**src/rtl/aux_uart_bridge.sv**
```systemverilog
// Aux-bus register bridge to an AXI-stream UART: DATA/STATUS/CTRL registers over 2^FIFO_AW-deep TX/RX byte FIFOs.
// Optional interrupt enables and irq_o are built only with `AUX_UART_BRIDGE_IRQ_EN; otherwise irq_o is tied low.

module aux_uart_bridge_fifo #(
  parameter int AW = 3
) (
  input  logic       clk,
  input  logic       rst,
  input  logic       push_i,
  input  logic       pop_i,
  input  logic [7:0] dat_i,
  output logic [7:0] dat_o,
  output logic       full_o,
  output logic       empty_o
);
  localparam int DEPTH = 1 << AW;

  logic [7:0]  mem_q [DEPTH];
  logic [AW:0] wr_q, wr_d;
  logic [AW:0] rd_q, rd_d;

  // Caller qualifies push/pop; the extra pointer MSB separates full from empty.
  always_comb begin
    wr_d = wr_q;
    rd_d = rd_q;
    if (push_i) wr_d = wr_q + 1'b1;
    if (pop_i)  rd_d = rd_q + 1'b1;
  end

  always_ff @(posedge clk or posedge rst) begin
    if (rst) begin
      wr_q <= '0;
      rd_q <= '0;
    end else begin
      wr_q <= wr_d;
      rd_q <= rd_d;
    end
  end

  always_ff @(posedge clk) begin
    if (push_i) mem_q[wr_q[AW-1:0]] <= dat_i;
  end

  assign dat_o   = mem_q[rd_q[AW-1:0]];
  assign empty_o = (wr_q == rd_q);
  assign full_o  = (wr_q[AW] != rd_q[AW]) && (wr_q[AW-1:0] == rd_q[AW-1:0]);
endmodule

module aux_uart_bridge #(
  parameter logic [15:0] BASE_ADDR = 16'hFF00,
  parameter int          FIFO_AW   = 3
) (
  input  logic        clk,
  input  logic        rst,
  input  logic [15:0] aux_adr_i,
  input  logic [7:0]  aux_dat_i,
  output logic [7:0]  aux_dat_o,
  input  logic        aux_we_i,
  input  logic        aux_re_i,
  output logic [7:0]  m_axis_tdata,
  output logic        m_axis_tvalid,
  input  logic        m_axis_tready,
  input  logic [7:0]  s_axis_tdata,
  input  logic        s_axis_tvalid,
  output logic        s_axis_tready,
  output logic        irq_o
);
  localparam logic [15:0] ADR_DATA = BASE_ADDR;
  localparam logic [15:0] ADR_STAT = BASE_ADDR + 16'd1;
  localparam logic [15:0] ADR_CTRL = BASE_ADDR + 16'd2;

  logic       sel_data, sel_stat, sel_ctrl, ctrl_wr;
  logic       tx_full, tx_empty, tx_push, tx_pop, tx_push_req;
  logic       rx_full, rx_empty, rx_push, rx_pop, rx_pop_req;
  logic [7:0] tx_head, rx_head;
  logic       re_q, re_d;
  logic       tx_ovf_q, tx_ovf_d;
  logic       rx_ovf_q, rx_ovf_d;
  logic [7:0] status;
  logic [7:0] ctrl_rd;

  assign sel_data = (aux_adr_i == ADR_DATA);
  assign sel_stat = (aux_adr_i == ADR_STAT);
  assign sel_ctrl = (aux_adr_i == ADR_CTRL);
  assign ctrl_wr  = aux_we_i & sel_ctrl;

  // TX: a write into a full FIFO still lands if the stream drains a byte in the same cycle.
  assign tx_pop      = m_axis_tvalid & m_axis_tready;
  assign tx_push_req = aux_we_i & sel_data;
  assign tx_push     = tx_push_req & (~tx_full | tx_pop);

  // RX pop fires once per read strobe; a pop frees a slot for a same-cycle stream beat.
  assign rx_pop_req    = aux_re_i & sel_data & ~re_q;
  assign rx_pop        = rx_pop_req & ~rx_empty;
  assign s_axis_tready = ~rst & (~rx_full | rx_pop);
  assign rx_push       = s_axis_tvalid & s_axis_tready;

  aux_uart_bridge_fifo #(.AW(FIFO_AW)) u_tx_fifo (
    .clk     (clk),
    .rst     (rst),
    .push_i  (tx_push),
    .pop_i   (tx_pop),
    .dat_i   (aux_dat_i),
    .dat_o   (tx_head),
    .full_o  (tx_full),
    .empty_o (tx_empty)
  );

  aux_uart_bridge_fifo #(.AW(FIFO_AW)) u_rx_fifo (
    .clk     (clk),
    .rst     (rst),
    .push_i  (rx_push),
    .pop_i   (rx_pop),
    .dat_i   (s_axis_tdata),
    .dat_o   (rx_head),
    .full_o  (rx_full),
    .empty_o (rx_empty)
  );

  assign m_axis_tvalid = ~rst & ~tx_empty;
  assign m_axis_tdata  = tx_head;

  always_comb begin
    re_d     = aux_re_i & sel_data;
    tx_ovf_d = tx_ovf_q;
    rx_ovf_d = rx_ovf_q;
    if (ctrl_wr && aux_dat_i[6]) tx_ovf_d = 1'b0;
    if (ctrl_wr && aux_dat_i[7]) rx_ovf_d = 1'b0;
    if (tx_push_req && tx_full && !tx_pop)      tx_ovf_d = 1'b1;
    if (s_axis_tvalid && rx_full && !rx_pop)    rx_ovf_d = 1'b1;
  end

  always_ff @(posedge clk or posedge rst) begin
    if (rst) begin
      re_q     <= 1'b0;
      tx_ovf_q <= 1'b0;
      rx_ovf_q <= 1'b0;
    end else begin
      re_q     <= re_d;
      tx_ovf_q <= tx_ovf_d;
      rx_ovf_q <= rx_ovf_d;
    end
  end

`ifdef AUX_UART_BRIDGE_IRQ_EN
  logic [1:0] ie_q, ie_d;
  logic       irq_q, irq_d;

  always_comb begin
    ie_d  = ie_q;
    if (ctrl_wr) ie_d = aux_dat_i[1:0];
    irq_d = (ie_q[0] & ~rx_empty) | (ie_q[1] & tx_empty) | rx_ovf_q | tx_ovf_q;
  end

  always_ff @(posedge clk or posedge rst) begin
    if (rst) begin
      ie_q  <= 2'b00;
      irq_q <= 1'b0;
    end else begin
      ie_q  <= ie_d;
      irq_q <= irq_d;
    end
  end

  assign ctrl_rd = {6'b000000, ie_q};
  assign irq_o   = irq_q;
`else
  assign ctrl_rd = 8'h00;
  assign irq_o   = 1'b0;
`endif

  assign status = {2'b00, tx_ovf_q, rx_ovf_q, tx_full, tx_empty, rx_full, rx_empty};

  always_comb begin
    aux_dat_o = 8'h00;
    if (rst) begin
      if (sel_stat) aux_dat_o = 8'h05;
    end else if (sel_data) begin
      aux_dat_o = rx_empty ? 8'h00 : rx_head;
    end else if (sel_stat) begin
      aux_dat_o = status;
    end else if (sel_ctrl) begin
      aux_dat_o = ctrl_rd;
    end
  end
endmodule

```
**config.mk**
```make
export PLATFORM = sky130hd
export DESIGN_NAME = aux_uart_bridge
export DESIGN_NICKNAME = d
export VERILOG_FILES = /design/src/rtl/aux_uart_bridge.sv
export SDC_FILE = /design/constraint.sdc
export NUM_CORES = 1
export LEC_CHECK = 0
export CORE_AREA = 2 2 136 138
export CTS_BUF_LIST = sky130_fd_sc_hd__clkbuf_16
export DETAILED_ROUTE_END_ITERATION = 8
export DIE_AREA = 0 0 138 140
export PLACE_DENSITY = 0.54
export REMOVE_ABC_BUFFERS = 1
export SKIP_LAST_GASP = 1
export SYNTH_ARGS = -nofsm -noshare
export SYNTH_HDL_FRONTEND = slang
export SYNTH_SLANG_ARGS = --single-unit
export TNS_END_PERCENT = 30
```
**constraint.sdc**
```tcl
create_clock -name clk -period 3.8 [get_ports clk]
set_input_delay 0.38 -clock clk [delete_from_list [all_inputs] [get_ports clk]]
set_output_delay 0.38 -clock clk [all_outputs]
set_load 0.02 [all_outputs]
```
==> results_dict.tcl <==
set metrics [dict create \
    dp.cells 617 \
    leakage_nw 2.56 \
    gp_congestion 0.740 \
    die_h_um 140 \
    ir_drop_mv 0.411 \
    syn_avg_cell_area_um2 18.8 \
    synth_fa_ha_area_frac 0.00813 \
    pin_count 57 \
    htreeDepth 4 \
    grt_pass1_vias 3458 \
    cts_tree "yes" \
    worst_pin_slew_ps 698 \
    pwr-share-seq 0.421 \
    cts_buffers 17 \
    die_w_um 138 \
    cts-root-buf "clkbuf_16" \
    p_sw_mw 1.17 \
    ant_nets 0 \
    period_share 0.857 \
    synth-compound-area-share 0.0197 \
    arrival_ps 2880 \
    critPathKind "in -> out" \
    worstPathRequired_ps 3420 \
    drc 0 \
    cts-resized-gates 0 \
    numPortBuffers 55 \
    p_sw_frac 0.253 \
    utilization 0.432 \
    antenna_found_initial 0 \
    synth_top_family_by_area "multiplexers" \
    synth_cell_types 47 \
    maxSlewViolCount 0 \
    dp_hpwl_um 8170 \
    crit_chain "clkdlybuf4s50_1 > nor4_2 > and4_1 > nand2_1 > o22ai_1 > clkdlybuf4s50_1" \
    power.internal_mw 3.44 \
    setup_viol 0 \
    area_growth_pct 24.8 \
    synthSimpleGateAreaFrac 0.0676 \
    ys_seq_elements 147 \
    wl_per_cell_um 19.7 \
    hold_viol 0 \
    postCtsSetupBuffers 0 \
    coreArea_um2 17800 \
    wl_um 12800 \
    slew_headroom 0.534 \
    start_util 0.346 \
    clock.fmax_mhz 307 \
    critical-path-slowest-cell "clkdlybuf4s50_1" \
    clkTransAtPathRegs_ps 60 \
    startpoint_type "primary input" \
    whs_ps 482 \
    insertedDiodeCount 0 \
    min_path_type "in -> async" \
    ys_seq_area_frac 0.701 \
    cpPeakStageDelay_ps 640 \
    crit_top_cell "clkdlybuf4s50_1" \
    synthCells 328 \
    synthXorXnorAreaFrac 0.0297 \
    skew_ps 6.11 \
    status "finished clean" \
    fillerInstances 1566 \
    viasPerCell 5.00 \
    layout.cells.non_filler 648 \
    gr-usage-all-layers 0.139 \
    synth.mux.area_fraction 0.149 \
    overflow 0 \
    cp_max_fo 7 \
    power_density_nw_per_um2 600 \
    multi_input_area_um2 1690 \
    syn-cell-area_um2 6160 \
    p_clk_frac 0.376 \
    dieArea_um2 19300 \
    clk_path_buf_depth 2 \
    clkLatencyLatePin_ps 420 \
    rsz0062_at_grt "false" \
    p_comb_frac 0.204 \
    ys_warn_count 0 \
    endpoint_kind "output port" \
    cts_hold_buf 0 \
    fp-row-count 49 \
    clock-sinks 147 \
    vias 3242 \
    fin_crit_ps 3260 \
    grt_max_degree 20 \
    drtIter0Drc 224 \
    regArea_um2 4320 \
    nets 449 \
    final.setup.tns_ps 0 \
    drive_above_1_share 0.255 \
    cap_violations 0 \
    grt_pass1_wl_um 19900 \
    first_pass_iters 4 \
]
-- placed cells by master (no fill, tap or decap), types with 4 or more instances in the layout --
cell,instances
and2_1,4
and4_1,4
buf_4,23
bufinv_16,4
clkbuf_16,17
clkdlybuf4s50_1,55
dfrtp_1,19
edfxtp_1,128
ha_1,4
inv_1,9
mux2_2,11
mux2i_1,8
mux4_2,31
nand2_1,7
nand4_1,7
nor2_1,13
nor4_1,6
o22ai_1,4
xnor2_1,12
xor2_1,7
-- cell usage after synthesis (all sizes together) --
| cell | count | area share |
|---|---|---|
| clkbuf | 1 | 0.00061 |
| and2 | 4 | 0.0041 |
| nor4 | 9 | 0.012 |
| nand4b | 1 | 0.0014 |
| a211o | 1 | 0.0014 |
| nand2 | 7 | 0.0043 |
| nand3b | 1 | 0.0012 |
| conb | 1 | 0.00061 |
| a32oi | 2 | 0.0059 |
| nor3 | 4 | 0.0041 |
| and4 | 4 | 0.0057 |
| nor2 | 13 | 0.0079 |
| nor4b | 2 | 0.0028 |
| nor2b | 2 | 0.0020 |
| xnor2 | 12 | 0.017 |
| mux2 | 12 | 0.023 |
| or2 | 1 | 0.0014 |
| nand3 | 1 | 0.00081 |
| o22ai | 4 | 0.0041 |
| a31oi | 1 | 0.0010 |
| nand2b | 2 | 0.0020 |
| edfxtp | 128 | 0.62 |
| o22a | 1 | 0.0014 |
| a211oi | 1 | 0.0012 |
| buf | 18 | 0.019 |
| mux2i | 8 | 0.013 |
| ha | 4 | 0.0081 |
| dfrtp | 19 | 0.077 |
| nor3b | 5 | 0.0095 |
| xor2 | 8 | 0.013 |
| a41o | 1 | 0.0016 |
| inv | 8 | 0.0049 |
| a21oi | 2 | 0.0016 |
| nand4 | 7 | 0.0071 |
| and3 | 1 | 0.0010 |
| a22o | 1 | 0.0014 |
| mux4 | 31 | 0.11 |
-- power groups by stage --
stage               logic [mW]  registers [mW]  clock network, mW
finish                   0.940            1.94               1.73
global route              1.02            1.95               1.85
CTS                      0.962            1.94               1.77
detailed placement       0.956            1.97                  0
global placement         0.945            1.97                  0
floorplan                0.529            2.03                  0
-- per-stage QoR --
stage | setup WS [ps] | instance area, um2 | power, mW
3_3_place_gp | 564 | 7070 | 2.91
4_1_cts | 448 | 7680 | 4.67
2_1_floorplan | 863 | 6040 | 2.56
6_report | 544 | 7680 | 4.61
5_1_grt | 304 | 7680 | 4.82
3_5_place_dp | 551 | 7070 | 2.93
-- critical path, delay by kind of cell --
family          cells  cell delay, ps
compound gates      1             270
buf+inv             2            1170
simple gates        3            1060
-- logic make-up after synthesis --
kind of cell	count (synthesis)
multiplexers	51
flip-flops	147
AND/OR/NAND/NOR	64
AO/OA/AOI/OAI	14
XOR/XNOR	20
buffers and inverters	27
other	1
adder cells (fa/ha/maj)	4
-- worst paths after layout --
check	slack (ps)	cells past startpoint	startpoint	to
max	540	6	aux_adr_i[1]	aux_dat_o[2]
min	480	3	rst	u_rx_fifo.rd_q[3]
max reg2reg	1520	6	u_rx_fifo.rd_q[0]	u_rx_fifo.mem_q[5][2]
min reg2reg	490	1	u_tx_fifo.wr_q[3]	u_tx_fifo.wr_q[3]
max in group asynchronous	3150	3	rst	u_tx_fifo.rd_q[0]
min in group clk	490	1	u_tx_fifo.wr_q[3]	u_tx_fifo.wr_q[3]
-- cell type report --
class / instances / share of cell area
inverters: 8 / 0.00391
multi-input cells: 154 / 0.220
clock inverters: 14 / 0.0246
repair buffers: 79 / 0.0967
well taps: 229 / 0.0373
flip-flops and latches: 147 / 0.562
clock buffers: 17 / 0.0554
-- sequential cells by signal, summed over array words and instances, names as in the netlist --
signal / cells
re_q: 1
rx_ovf_q: 1
tx_ovf_q: 1
u_rx_fifo.mem_q: 64
u_rx_fifo.rd_q: 4
u_rx_fifo.wr_q: 4
u_tx_fifo.mem_q: 64
u_tx_fifo.rd_q: 4
u_tx_fifo.wr_q: 4
-- layer usage --
layer / GRT usage / up-vias / share of wire
met1: 0.170 / 1672 / 0.44
li1: - / 1477 / -
met4: 0.0644 / 0 / 0.018
met3: 0.0311 / 23 / 0.034
met5: 0 / - / 0
met2: 0.237 / 70 / 0.51
No activity file was read; power rests on OpenSTA's default activity.
